File: src/rtl/lsu_pipe.sv
// Load/store unit front end: accepts one request at a time, drives a single SRAM
// access, waits (with timeout) for completion and returns aligned/extended load data.
module lsu_pipe #(
    parameter int DATA_W  = 32,
    parameter int ADDR_W  = 32,
    parameter int TIMEOUT = 255
) (
    input  logic                  clk,
    input  logic                  rst,
    input  logic                  req_valid,
    output logic                  req_ready,
    input  logic [ADDR_W-1:0]     address,
    input  logic [DATA_W-1:0]     rt_value,
    input  logic [1:0]            mem_type,
    input  logic [2:0]            mem_size,
    input  logic                  mem_signed,
    output logic                  mem_en,
    output logic [DATA_W/8-1:0]   mem_wen,
    output logic [ADDR_W-1:0]     mem_addr,
    output logic [DATA_W-1:0]     mem_wdata,
    input  logic [DATA_W-1:0]     mem_rdata,
    input  logic                  mem_rvalid,
    output logic [DATA_W-1:0]     result,
    output logic                  result_valid,
    output logic                  address_error,
    output logic                  timeout_error,
    output logic                  busy
);

    localparam int NB  = DATA_W / 8;
    localparam int OFF = $clog2(NB);
    localparam logic [15:0] CNT_LAST = 16'(TIMEOUT - 1);

    typedef enum logic [1:0] {IDLE, ACCESS, WAIT, RESP} state_t;

    state_t             state;
    logic [ADDR_W-1:0]  addr_reg;
    logic [2:0]         size_reg;
    logic               signed_reg;
    logic [1:0]         type_reg;
    logic [15:0]        cnt;

    logic               req_is_ls;
    logic               req_is_store;
    logic               misaligned;
    logic [4:0]         req_bytes;
    logic [4:0]         lane_lo;
    logic [4:0]         lane_hi;
    logic [NB-1:0]      wen_calc;
    logic [DATA_W-1:0]  wdata_calc;
    logic [DATA_W-1:0]  rd_shift;
    logic [DATA_W-1:0]  load_val;

    assign req_ready = (state == IDLE);
    assign busy      = (state != IDLE);

    // Request decode: access size and alignment legality
    always_comb begin
        req_is_ls    = (mem_type == 2'b01) || (mem_type == 2'b10);
        req_is_store = (mem_type == 2'b10);
        case (mem_size)
            3'b000: begin req_bytes = 5'd1; misaligned = 1'b0;                               end
            3'b001: begin req_bytes = 5'd2; misaligned = address[0];                         end
            3'b010: begin req_bytes = 5'd4; misaligned = |address[1:0];                      end
            3'b011: begin req_bytes = 5'd8; misaligned = (DATA_W == 32) || (|address[2:0]); end
            default: begin req_bytes = 5'd0; misaligned = 1'b1;                              end
        endcase
    end

    assign lane_lo = 5'(address[OFF-1:0]);
    assign lane_hi = lane_lo + req_bytes;

    // Per-lane enable and replicated store data; an aligned access therefore
    // always finds the low bytes of rt_value on its own lanes.
    for (genvar gi = 0; gi < NB; gi++) begin : g_lane
        assign wen_calc[gi] = (5'(gi) >= lane_lo) && (5'(gi) < lane_hi);
        assign wdata_calc[8*gi +: 8] =
            (mem_size[1:0] == 2'b00) ? rt_value[7:0] :
            (mem_size[1:0] == 2'b01) ? rt_value[8*(gi % 2) +: 8] :
            (mem_size[1:0] == 2'b10) ? rt_value[8*(gi % 4) +: 8] :
                                       rt_value[8*gi +: 8];
    end

    assign rd_shift = mem_rdata >> {addr_reg[OFF-1:0], 3'b000};

    always_comb begin
        load_val = rd_shift;
        case (size_reg[1:0])
            2'b00:   for (int i = 8;  i < DATA_W; i++) load_val[i] = signed_reg & rd_shift[7];
            2'b01:   for (int i = 16; i < DATA_W; i++) load_val[i] = signed_reg & rd_shift[15];
            2'b10:   for (int i = 32; i < DATA_W; i++) load_val[i] = signed_reg & rd_shift[31];
            default: load_val = rd_shift;
        endcase
    end

    always_ff @(posedge clk or posedge rst) begin
        if (rst) begin
            state         <= IDLE;
            addr_reg      <= '0;
            size_reg      <= '0;
            signed_reg    <= 1'b0;
            type_reg      <= '0;
            cnt           <= '0;
            mem_en        <= 1'b0;
            mem_wen       <= '0;
            mem_addr      <= '0;
            mem_wdata     <= '0;
            result        <= '0;
            result_valid  <= 1'b0;
            address_error <= 1'b0;
            timeout_error <= 1'b0;
        end else begin
            mem_en        <= 1'b0;
            mem_wen       <= '0;
            mem_addr      <= '0;
            mem_wdata     <= '0;
            result_valid  <= 1'b0;
            address_error <= 1'b0;
            timeout_error <= 1'b0;
            case (state)
                IDLE: begin
                    if (req_valid) begin
                        addr_reg   <= address;
                        size_reg   <= mem_size;
                        signed_reg <= mem_signed;
                        type_reg   <= mem_type;
                        cnt        <= '0;
                        if (!req_is_ls) begin
                            state        <= RESP;
                            result_valid <= 1'b1;
                            result       <= DATA_W'(address);
                        end else if (misaligned) begin
                            state         <= RESP;
                            result_valid  <= 1'b1;
                            address_error <= 1'b1;
                            result        <= req_is_store ? DATA_W'(address) : '0;
                        end else begin
                            state     <= ACCESS;
                            mem_en    <= 1'b1;
                            mem_addr  <= {address[ADDR_W-1:OFF], {OFF{1'b0}}};
                            mem_wen   <= req_is_store ? wen_calc : '0;
                            mem_wdata <= req_is_store ? wdata_calc : '0;
                        end
                    end
                end
                ACCESS: state <= WAIT;
                WAIT: begin
                    // A completion on the last counted cycle wins over the timeout
                    if (mem_rvalid) begin
                        state        <= RESP;
                        result_valid <= 1'b1;
                        result       <= (type_reg == 2'b01) ? load_val : DATA_W'(addr_reg);
                    end else if (cnt == CNT_LAST) begin
                        state         <= RESP;
                        result_valid  <= 1'b1;
                        timeout_error <= 1'b1;
                        result        <= (type_reg == 2'b01) ? '0 : DATA_W'(addr_reg);
                    end else begin
                        cnt <= cnt + 16'd1;
                    end
                end
                RESP:    state <= IDLE;
                default: state <= IDLE;
            endcase
        end
    end

endmodule

File: config.mk
export PLATFORM = sky130hd
export DESIGN_NAME = lsu_pipe
export DESIGN_NICKNAME = d
export VERILOG_FILES = /design/src/rtl/lsu_pipe.sv
export SDC_FILE = /design/constraint.sdc
export NUM_CORES = 1
export LEC_CHECK = 0
export CORE_ASPECT_RATIO = 0.7
export CORE_MARGIN = 3
export CORE_UTILIZATION = 43
export CTS_CLUSTER_SIZE = 30
export DETAILED_ROUTE_END_ITERATION = 12
export PLACE_DENSITY = 0.83
export SLEW_MARGIN = 0
export SYNTH_ARGS = -nofsm -noshare
export SYNTH_HDL_FRONTEND = slang
export SYNTH_SLANG_ARGS = --single-unit
File: constraint.sdc
create_clock -name clk -period 8.9 [get_ports clk]
set_input_delay 1.78 -clock clk [delete_from_list [all_inputs] [get_ports clk]]
set_output_delay 1.78 -clock clk [all_outputs]
set_load 0.01 [all_outputs]
==> results of run 1 <==
==> cells in the mapped netlist, drive strengths merged (2+ instances only) <==
cell type  number
nor2b          11
a222oi          5
inv            15
nor3            8
and3           10
dfrtp         157
mux2           64
nand2          54
a31o           10
a32oi           2
o21ai          18
clkbuf         37
a21oi          64
and2           34
a2111oi         3
nor2           71
a22o            3
xnor2          12
nor4            3
ha              7
a211oi         15
or2             3
buf            15
a31oi          10
a22oi           8
mux2i          36
a221oi          8
nand2b          9
nand3           7
or4             2
nand4           4
o31ai           6
==> per-layer routing <==
layer	track usage [%]	vias up	share of wire, %
li1	-	2951	-
met1	32.6	3165	44
met2	35.9	314	45
met3	7.75	31	9.2
met4	6.29	0	1.7
met5	0	-	0
==> metrics by stage <==
stage | util, % | total power, W | hold WS, ps
6_report | 60.7 | 0.00298 | 486
5_1_grt | 60.7 | 0.00316 | 508
4_1_cts | 60.7 | 0.00299 | 488
3_5_place_dp | 57.3 | 0.00223 | 475
3_3_place_gp | 57.3 | 0.00219 | 469
2_1_floorplan | - | 0.00180 | 451
==> worst register-to-register path: cells and delay by family (launching register included) <==
kind,cells,cell delay [ps]
AOI/OAI and AO/OA,1,520
adders and majority gates,1,350
buffers and inverters,1,70
DFF,1,420
muxes,1,430
and+or+nand+nor,2,1240
==> report_power, final <==
group / total, W / internal, W / switching, W / leakage (nW)
Combinational: 0.00121 / 0.000574 / 0.000635 / 2.20
Sequential: 0.00102 / 0.000891 / 0.000134 / 2.06
Clock: 0.000745 / 0.000446 / 0.000298 / 0.286
==> logic make-up (layout without fill, tap and decap cells) <==
logic type                 count (synthesis)  count (layout)
adders and majority gates                  8               8
and+or+nand+nor                          221             221
other                                      1               2
xor gates and xnor gates                  13              13
buffers and inverters                     67             264
muxes                                    100             100
DFF                                      157             157
AOI/OAI and AO/OA                        162             162
==> layout by cell type (no fill, tap or decap), types with 9 or more instances in the layout <==
master	count
buf_4	9
nor2_1	68
nand2b_1	9
and3_1	10
clkdlybuf4s50_1	209
a31o_2	10
dfrtp_1	157
nor2b_1	11
and2_1	34
mux2_2	44
xnor2_1	12
clkbuf_16	17
o21ai_0	18
mux2i_1	36
a31oi_1	10
mux2_1	20
nand2_1	54
inv_1	14
a211oi_1	15
a21oi_1	64
==> how the worst min path moves through the flow <==
| stage | from | endpoint | slack (ps) |
|---|---|---|---|
| after floorplan | type_reg[0] | type_reg[0] | 450 |
| after global placement | result[23] | result[23] | 470 |
| after detailed placement | result[9] | result[9] | 480 |
| after CTS | result[9] | result[9] | 490 |
| after global routing | result[9] | result[9] | 510 |
| final | result[9] | result[9] | 490 |
==> cell type report <==
type / count / area share (%)
flip-flops and latches: 157 / 37.4
repair buffers: 218 / 20.5
inverters: 15 / 0.583
multi-input cells: 506 / 33.1
clock buffers: 20 / 4.25
well taps: 231 / 2.75
clock inverters: 11 / 1.36
==> summary.md, run 1 <==
| Metric | Value |
|---|---|
| Status | `complete, no violations` |
| Fin cells | `1158` |
| XOR/XNOR Fraction of Synth Area | `1.48%` |
| WP depth | `6` |
| First-pass GRT wire length | `36500 um` |
| Final setup fails | `0` |
| Worst Tran Pin Value | `1110 ps` |
| Layout area overhead | `36.8%` |
| Global Route Usage Sum | `23.6%` |
| Pin count of the biggest net entering global routing | `81` |
| CTS Buf Count | `17` |
| Num rows | `40` |
| CP required | `9200 ps` |
| CTS Hold Bufs | `0` |
| Die W | `166 um` |
| Layout cells sized above 1 | `11.3%` |
| PwrDens | `283 nW/um2` |
| Buffers on Ports | `209` |
| Initial antenna violation count | `0` |
| Critical-path cell list | `clkdlybuf4s50_1 -> nor2_2 -> o31ai_1 -> a21oi_1 -> nor2_8 -> mux2_1` |
| Worst min path class | `flop to flop` |
| Critical path class | `primary input to flop` |
| Die area | `19500 um2` |
| Post-route cell area | `10500 um2` |
| Worst setup SP type | `primary input` |
| Vias in the first global route | `6526` |
| Multi-input logic area | `3480 um2` |
| Crit-path max cell delay | `900 ps` |
| Max cap viols | `0` |
| F_max | `216 MHz` |
| Syn_area_per_cell | `10.5 um2` |
| Seq. cell area | `3930 um2` |
| Final worst slack | `4280 ps` |
| CTS H-tree lvls | `4` |
| Grt ovf | `0` |
| Synth Area in Compound Gates | `13.8%` |
| Post-DR vias/cell | `5.58` |
| Setup crit end kind | `flop` |
| Clock sink count | `157` |
| Total core area | `17300 um2` |
| Synth warn | `0` |
| HPWL after detailed placement | `16000 um` |
| Clk buf depth | `2` |
| Post-synthesis adder-cell area fraction | `1.40%` |
| Worst path bufs/invs | `1` |
| Critical path's top delay family | `compound AO/OA/AOI/OAI gates` |
| CTS tree | `yes` |
| Largest family of logic cells by synthesized area | `simple AND/OR/NAND/NOR gates` |
| Asr flop ratio synth | `100%` |
| Vias | `6461` |
| Die Ht | `118 um` |
| Post-CTS setup buffer count | `0` |
| TritonRoute pass-1 iters | `5` |
| Final Slew Violations | `0` |
| Tmin final | `4620 ps` |
| Starting density of the core | `44.4%` |
| Pre-CTS setup slack | `3820 ps` |
| Ranking of synthesized cells by area | `dfrtp_1 51%, mux2_2 6.4%, mux2i_1 4.7%` |
| Worst r2r src | `state[1]` |
| Clock root cell | `clkbuf_16` |
| Yosys top cell area share | `51.1%` |
| Post-Synth Simple-Gate Area | `14.4%` |
| Gpl congestion | `0.860` |
| Critical Path AT | `4920 ps` |
| Drt drc | `0` |
| DR iter-0 viols | `611` |
| Mux contribution to synthesized area | `14.1%` |
| N_diodes | `0` |
| CTS clk-pin slew, worst paths | `70 ps` |
| R2R Setup Slk | `5750 ps` |
| Synth Cell Area | `7680 um2` |
| Filler cell count in the final layout | `1414` |
| Syn Inst Count | `729` |
| Placed instance area | `9920 um2` |
| Synth Register Bits | `157` |
| Post-synthesis sequential area ratio | `51.1%` |
| RSZ-0062 raised after global routing | `no` |
| Post-synth cell types | `58` |
| Final nets | `1029` |
| Maximum VDD drop | `142 uV` |
| CTS resizes | `0` |
| Detailed Route WL | `23000 um` |
| Placed insts | `1127` |
| Number of synthesized flops with an enable pin | `0` |
| Synth area leader | `dfrtp_1` |
| Reg-to-reg endpoint | `result[30]` |
| Final Hold Fails | `0` |
| Max transition margin | `25.7%` |
| Clock latency on the worst-skew pair | `430 ps` |
| Worst Setup SP | `mem_size[0]` |
| Top_reg_cell synth | `dfrtp_1` |
| Fin crit share | `51.9%` |
| Routed wire per std cell | `19.8 um` |
| Number of top-level pins | `212` |
| Hold depth | `1` |
| CP max-delay cell | `a21oi_1` |
| Routed Antenna Nets | `0` |
| Worst Clk Skew | `8.66 ps` |
| LEAKAGE | `4.55 nW` |
| Post-route setup TNS | `0 ps` |
| Crit path capture | `result[24]` |
| Reg2Reg Depth | `6` |
| Crit path max fanout | `27` |
Note: power is estimated with default switching activity, not from simulation.
==> run 2, diff against run 1 <==
--- a/config.mk
+++ b/config.mk
@@ -10,7 +10,7 @@
 export CORE_UTILIZATION = 43
 export CTS_CLUSTER_SIZE = 30
 export DETAILED_ROUTE_END_ITERATION = 12
-export PLACE_DENSITY = 0.83
+export PLACE_DENSITY = 0.86
 export SLEW_MARGIN = 0
 export SYNTH_ARGS = -nofsm -noshare
 export SYNTH_HDL_FRONTEND = slang
==> constraint.sdc (replaced) <==
create_clock -name clk -period 4 [get_ports clk]
set_input_delay 0.8 -clock clk [delete_from_list [all_inputs] [get_ports clk]]
set_output_delay 0.8 -clock clk [all_outputs]
set_load 0.01 [all_outputs]
==> summary.md, run 2 (synthesis results as in run 1) <==
| Metric | Value |
|---|---|
| Final Total Pwr | `0.00674 W` |
| Initial antenna violation count | `0` |
| Layout cells sized above 1 | `12.2%` |
| Post-route cell area | `10700 um2` |
| Setup crit end kind | `flop` |
| Fin crit share | `78.9%` |
| Worst setup SP type | `primary input` |
| Grt ovf | `0` |
| TritonRoute pass-1 iters | `6` |
| Die area | `19500 um2` |
| Sw Ratio | `34.7%` |
| Vias in the first global route | `6564` |
| Number of top-level pins | `212` |
| Vias | `6506` |
| Routed wire per std cell | `19.6 um` |
| CTS tree | `yes` |
| Final nets | `1037` |
| Final setup fails | `0` |
| First-pass GRT wire length | `36400 um` |
| Placed instance area | `10000 um2` |
| Psw | `0.00234 W` |
| Clock sink count | `157` |
| Pin count of the biggest net entering global routing | `54` |
| Clk buf depth | `2` |
| F_max | `317 MHz` |
| PwrDens | `632 nW/um2` |
| CP required | `4300 ps` |
| Worst Clk Skew | `6.75 ps` |
| Global Route Usage Sum | `23.3%` |
| Total core area | `17300 um2` |
| Die W | `166 um` |
| Internal power | `0.00441 W` |
| Maximum VDD drop | `359 uV` |
| Detailed Route WL | `22900 um` |
| Status | `complete, no violations` |
| CTS Hold Bufs | `0` |
| CTS Buf Count | `17` |
| Seq pwr share | `33.8%` |
| Post-DR vias/cell | `5.57` |
| Final Slew Violations | `0` |
| Layout area overhead | `38.7%` |
| Routed Antenna Nets | `0` |
| Clock share of power | `26.6%` |
| Starting density of the core | `44.4%` |
| N_diodes | `0` |
| LEAKAGE | `4.62 nW` |
| Max cap viols | `0` |
| Pre-CTS setup slack | `460 ps` |
| Final worst slack | `844 ps` |
| Critical Path AT | `3460 ps` |
| RSZ-0062 raised after global routing | `no` |
| CTS resizes | `0` |
| Tmin final | `3160 ps` |
| Clock latency on the worst-skew pair | `420 ps` |
| Gpl congestion | `0.895` |
| Combinational share of power | `39.6%` |
| Die Ht | `118 um` |
| Clock root cell | `clkbuf_16` |
| HPWL after detailed placement | `16400 um` |
| Max transition margin | `26.5%` |
| Worst Tran Pin Value | `1100 ps` |
| Num rows | `40` |
| Worst hold margin | `487 ps` |
| Drt drc | `0` |
| Commonest non-fill, non-tap cell in the layout | `clkdlybuf4s50_1` |
| Worst min path class | `flop to flop` |
| CTS clk-pin slew, worst paths | `60 ps` |
| Post-route setup TNS | `0 ps` |
| Post-CTS setup buffer count | `0` |
| Final Hold Fails | `0` |
| Most frequent cells in the layout | `209 x clkdlybuf4s50_1, 157 x dfrtp_1, 68 x nor2_1` |
| Buffers on Ports | `209` |
| CTS H-tree lvls | `4` |
| Crit path max fanout | `27` |
| DR iter-0 viols | `585` |
| Critical path class | `primary input to flop` |
==> run 2: cell count changes in the layout (fill, tap and decap cells not counted) <==
cell	previous run	this run
buf_12	0	2
buf_4	9	15
bufinv_16	3	4
clkbuf_8	1	5
clkinv_2	4	0
clkinvlp_4	2	3
inv_6	2	1
==> run 2: routing by layer <==
| layer | vias up | routed length [um] | GRT usage (%) |
|---|---|---|---|
| met5 | - | 0 | 0 |
| met4 | 0 | 289 | 5.66 |
| met3 | 25 | 1870 | 6.38 |
| met2 | 305 | 10500 | 36.4 |
| met1 | 3211 | 10300 | 32.4 |
| li1 | 2965 | - | - |
==> run 2: per-stage QoR <==
stage	utilization [%]	instances
6_report	61.6	1167
5_1_grt	61.6	1167
4_1_cts	61.6	1167
3_5_place_dp	57.8	1135
3_3_place_gp	57.8	1135
2_1_floorplan	-	730
==> run 2: power groups by stage <==
stage / logic (W) / clock network [W] / registers [W]
floorplan: 0.00174 / 0 / 0.00226
global placement: 0.00258 / 0 / 0.00228
detailed placement: 0.00265 / 0 / 0.00230
CTS: 0.00267 / 0.00182 / 0.00228
global route: 0.00292 / 0.00189 / 0.00233
finish: 0.00267 / 0.00179 / 0.00228
==> run 2: path summary, 6_finish.rpt <==
check                             from       endpoint  slack [ps]  cells past startpoint
max reg2reg                   state[0]     result[12]        1260                      8
max                        mem_type[0]     result[17]         840                      8
min in group asynchronous          rst  mem_wdata[24]         870                      2
min reg2reg                 result[15]     result[15]         490                      1
min                         result[15]     result[15]         490                      1
max in group asynchronous          rst      result[6]        2350                      3
==> run 2: final cells by class <==
cell class,instances,area (um2)
tap,231,289
multi-input combinational,506,3480
fill,1395,6660
inverter,15,60.1
clock inverter,8,153
sequential,157,3930
timing repair buffer,226,2240
clock buffer,24,502
==> run 2: critical path, stage by stage <==
cell and delay (ps):
clkdlybuf4s50_1 460, inv_1 50, ha_1 350, nor2_1 120, o31ai_1 110, a21oi_1 880, nor2_8 250, mux2_1 410
==> run 3, diff against run 2 <==
--- a/config.mk
+++ b/config.mk
@@ -10,7 +10,7 @@
 export CORE_UTILIZATION = 43
 export CTS_CLUSTER_SIZE = 30
 export DETAILED_ROUTE_END_ITERATION = 12
-export PLACE_DENSITY = 0.86
+export PLACE_DENSITY = 0.83
 export SLEW_MARGIN = 0
 export SYNTH_ARGS = -nofsm -noshare
 export SYNTH_HDL_FRONTEND = slang
==> constraint.sdc (replaced) <==
create_clock -name clk -period 3 [get_ports clk]
set_input_delay 0.6 -clock clk [delete_from_list [all_inputs] [get_ports clk]]
set_output_delay 0.6 -clock clk [all_outputs]
set_load 0.01 [all_outputs]
==> summary.md, run 3 (synthesis results as in run 1) <==
| Metric | Value |
|---|---|
| Status | `complete, no violations` |
| Routed Antenna Nets | `0` |
| CTS resizes | `0` |
| Post-route cell area | `10700 um2` |
| Global Route Usage Sum | `23.2%` |
| Total core area | `17300 um2` |
| Drt drc | `0` |
| Buffers on Ports | `209` |
| Clock latency on the worst-skew pair | `430 ps` |
| TritonRoute pass-1 iters | `5` |
| Starting density of the core | `44.4%` |
| Worst hold margin | `462 ps` |
| Final Slew Violations | `0` |
| Routed wire per std cell | `19.2 um` |
| Critical-path cell list | `or4_4 -> o41ai_2 -> mux2i_1 -> nor2b_1 -> a221o_1` |
| Placed instance area | `10100 um2` |
| Grt ovf | `0` |
| Clock sink count | `157` |
| Worst min path class | `primary input to async pin` |
| Layout area overhead | `39.0%` |
| Tmin final | `2700 ps` |
| Detailed Route WL | `22700 um` |
| Die W | `166 um` |
| CTS H-tree lvls | `4` |
| R2R Setup Slk | `300 ps` |
| Critical path class | `flop to flop` |
| F_max | `370 MHz` |
| CTS clk-pin slew, worst paths | `60 ps` |
| DR iter-0 viols | `527` |
| Crit path max fanout | `11` |
| Commonest non-fill, non-tap cell in the layout | `clkdlybuf4s50_1` |
| N_diodes | `0` |
| Final nets | `1052` |
| Clk buf depth | `2` |
| LEAKAGE | `4.65 nW` |
| Vias in the first global route | `6572` |
| Setup crit end kind | `flop` |
| HPWL after detailed placement | `16300 um` |
| Max cap viols | `0` |
| CTS tree | `yes` |
| Layout cells sized above 1 | `13.5%` |
| CP required | `3300 ps` |
| Post-DR vias/cell | `5.54` |
| CP max-delay cell | `o41ai_2` |
| Number of top-level pins | `212` |
| Worst Clk Skew | `11.6 ps` |
| Critical Path AT | `3000 ps` |
| Maximum VDD drop | `569 uV` |
| Worst setup SP type | `flop` |
| Post-CTS setup buffer count | `0` |
| CTS Buf Count | `17` |
| Crit-path max cell delay | `980 ps` |
| Die Ht | `118 um` |
| Max transition margin | `29.6%` |
| Final Hold Fails | `0` |
| Pin count of the biggest net entering global routing | `81` |
| Clock root cell | `clkbuf_16` |
| Final setup fails | `0` |
| Fin crit share | `90.1%` |
| RSZ-0062 raised after global routing | `no` |
| Die area | `19500 um2` |
| Worst Tran Pin Value | `1040 ps` |
| PwrDens | `825 nW/um2` |
| Gpl congestion | `0.888` |
| First-pass GRT wire length | `36300 um` |
| Vias | `6535` |
| Most frequent cells in the layout | `209 x clkdlybuf4s50_1, 157 x dfrtp_1, 68 x nor2_1` |
| Initial antenna violation count | `0` |
| Num rows | `40` |
| CTS Hold Bufs | `0` |
run 3: layer usage:
metal	track usage, %	part of all wire (%)
met1	31.2	43
met5	0	0
met2	36.6	47
met4	5.87	0.97
met3	7.42	9.3
run 3: cell type report:
type	instances	area [um2]
clock buffers	20	457
clock inverters	10	91.3
fillers	1427	6640
inverters	15	60.1
multi-input cells	506	3480
flip-flops and latches	157	3930
well taps	231	289
repair buffers	241	2370
run 3: critical path: cells and delay by family (launching register included):
kind	cells	cell delay (ps)
flip-flops	1	420
multiplexers	1	280
AO/OA/AOI/OAI	2	1240
AND/OR/NAND/NOR	2	640
run 3: final timing paths:
path / cells past startpoint / to / from
hold reg to reg: 1 / result[17] / result[17]
hold / removal: 2 / mem_wdata[9] / rst
setup / recovery: 5 / cnt[1] / cnt[12]
max in group asynchronous: 3 / cnt[13] / rst
setup reg to reg: 5 / cnt[1] / cnt[12]
min in group clk: 1 / result[17] / result[17]
run 3: power breakdown:
part           switching (W)  total [W]  internal, W
combinational        0.00192    0.00373      0.00181
clock               0.000877    0.00205      0.00117
sequential          0.000386    0.00303      0.00264
run 3: stage by stage:
step                      setup WS [ps]  total power (W)  utilization (%)  setup TNS (ps)  std cells
after global routing                221          0.00929             61.7               0       1180
after detailed placement          -48.1          0.00674             58.5           -48.1       1150
after CTS                           305          0.00883             61.7               0       1180
after floorplan                     249          0.00534                -               0        730
after global placement             55.0          0.00663             58.5               0       1150
final                               296          0.00881             61.7               0       1180
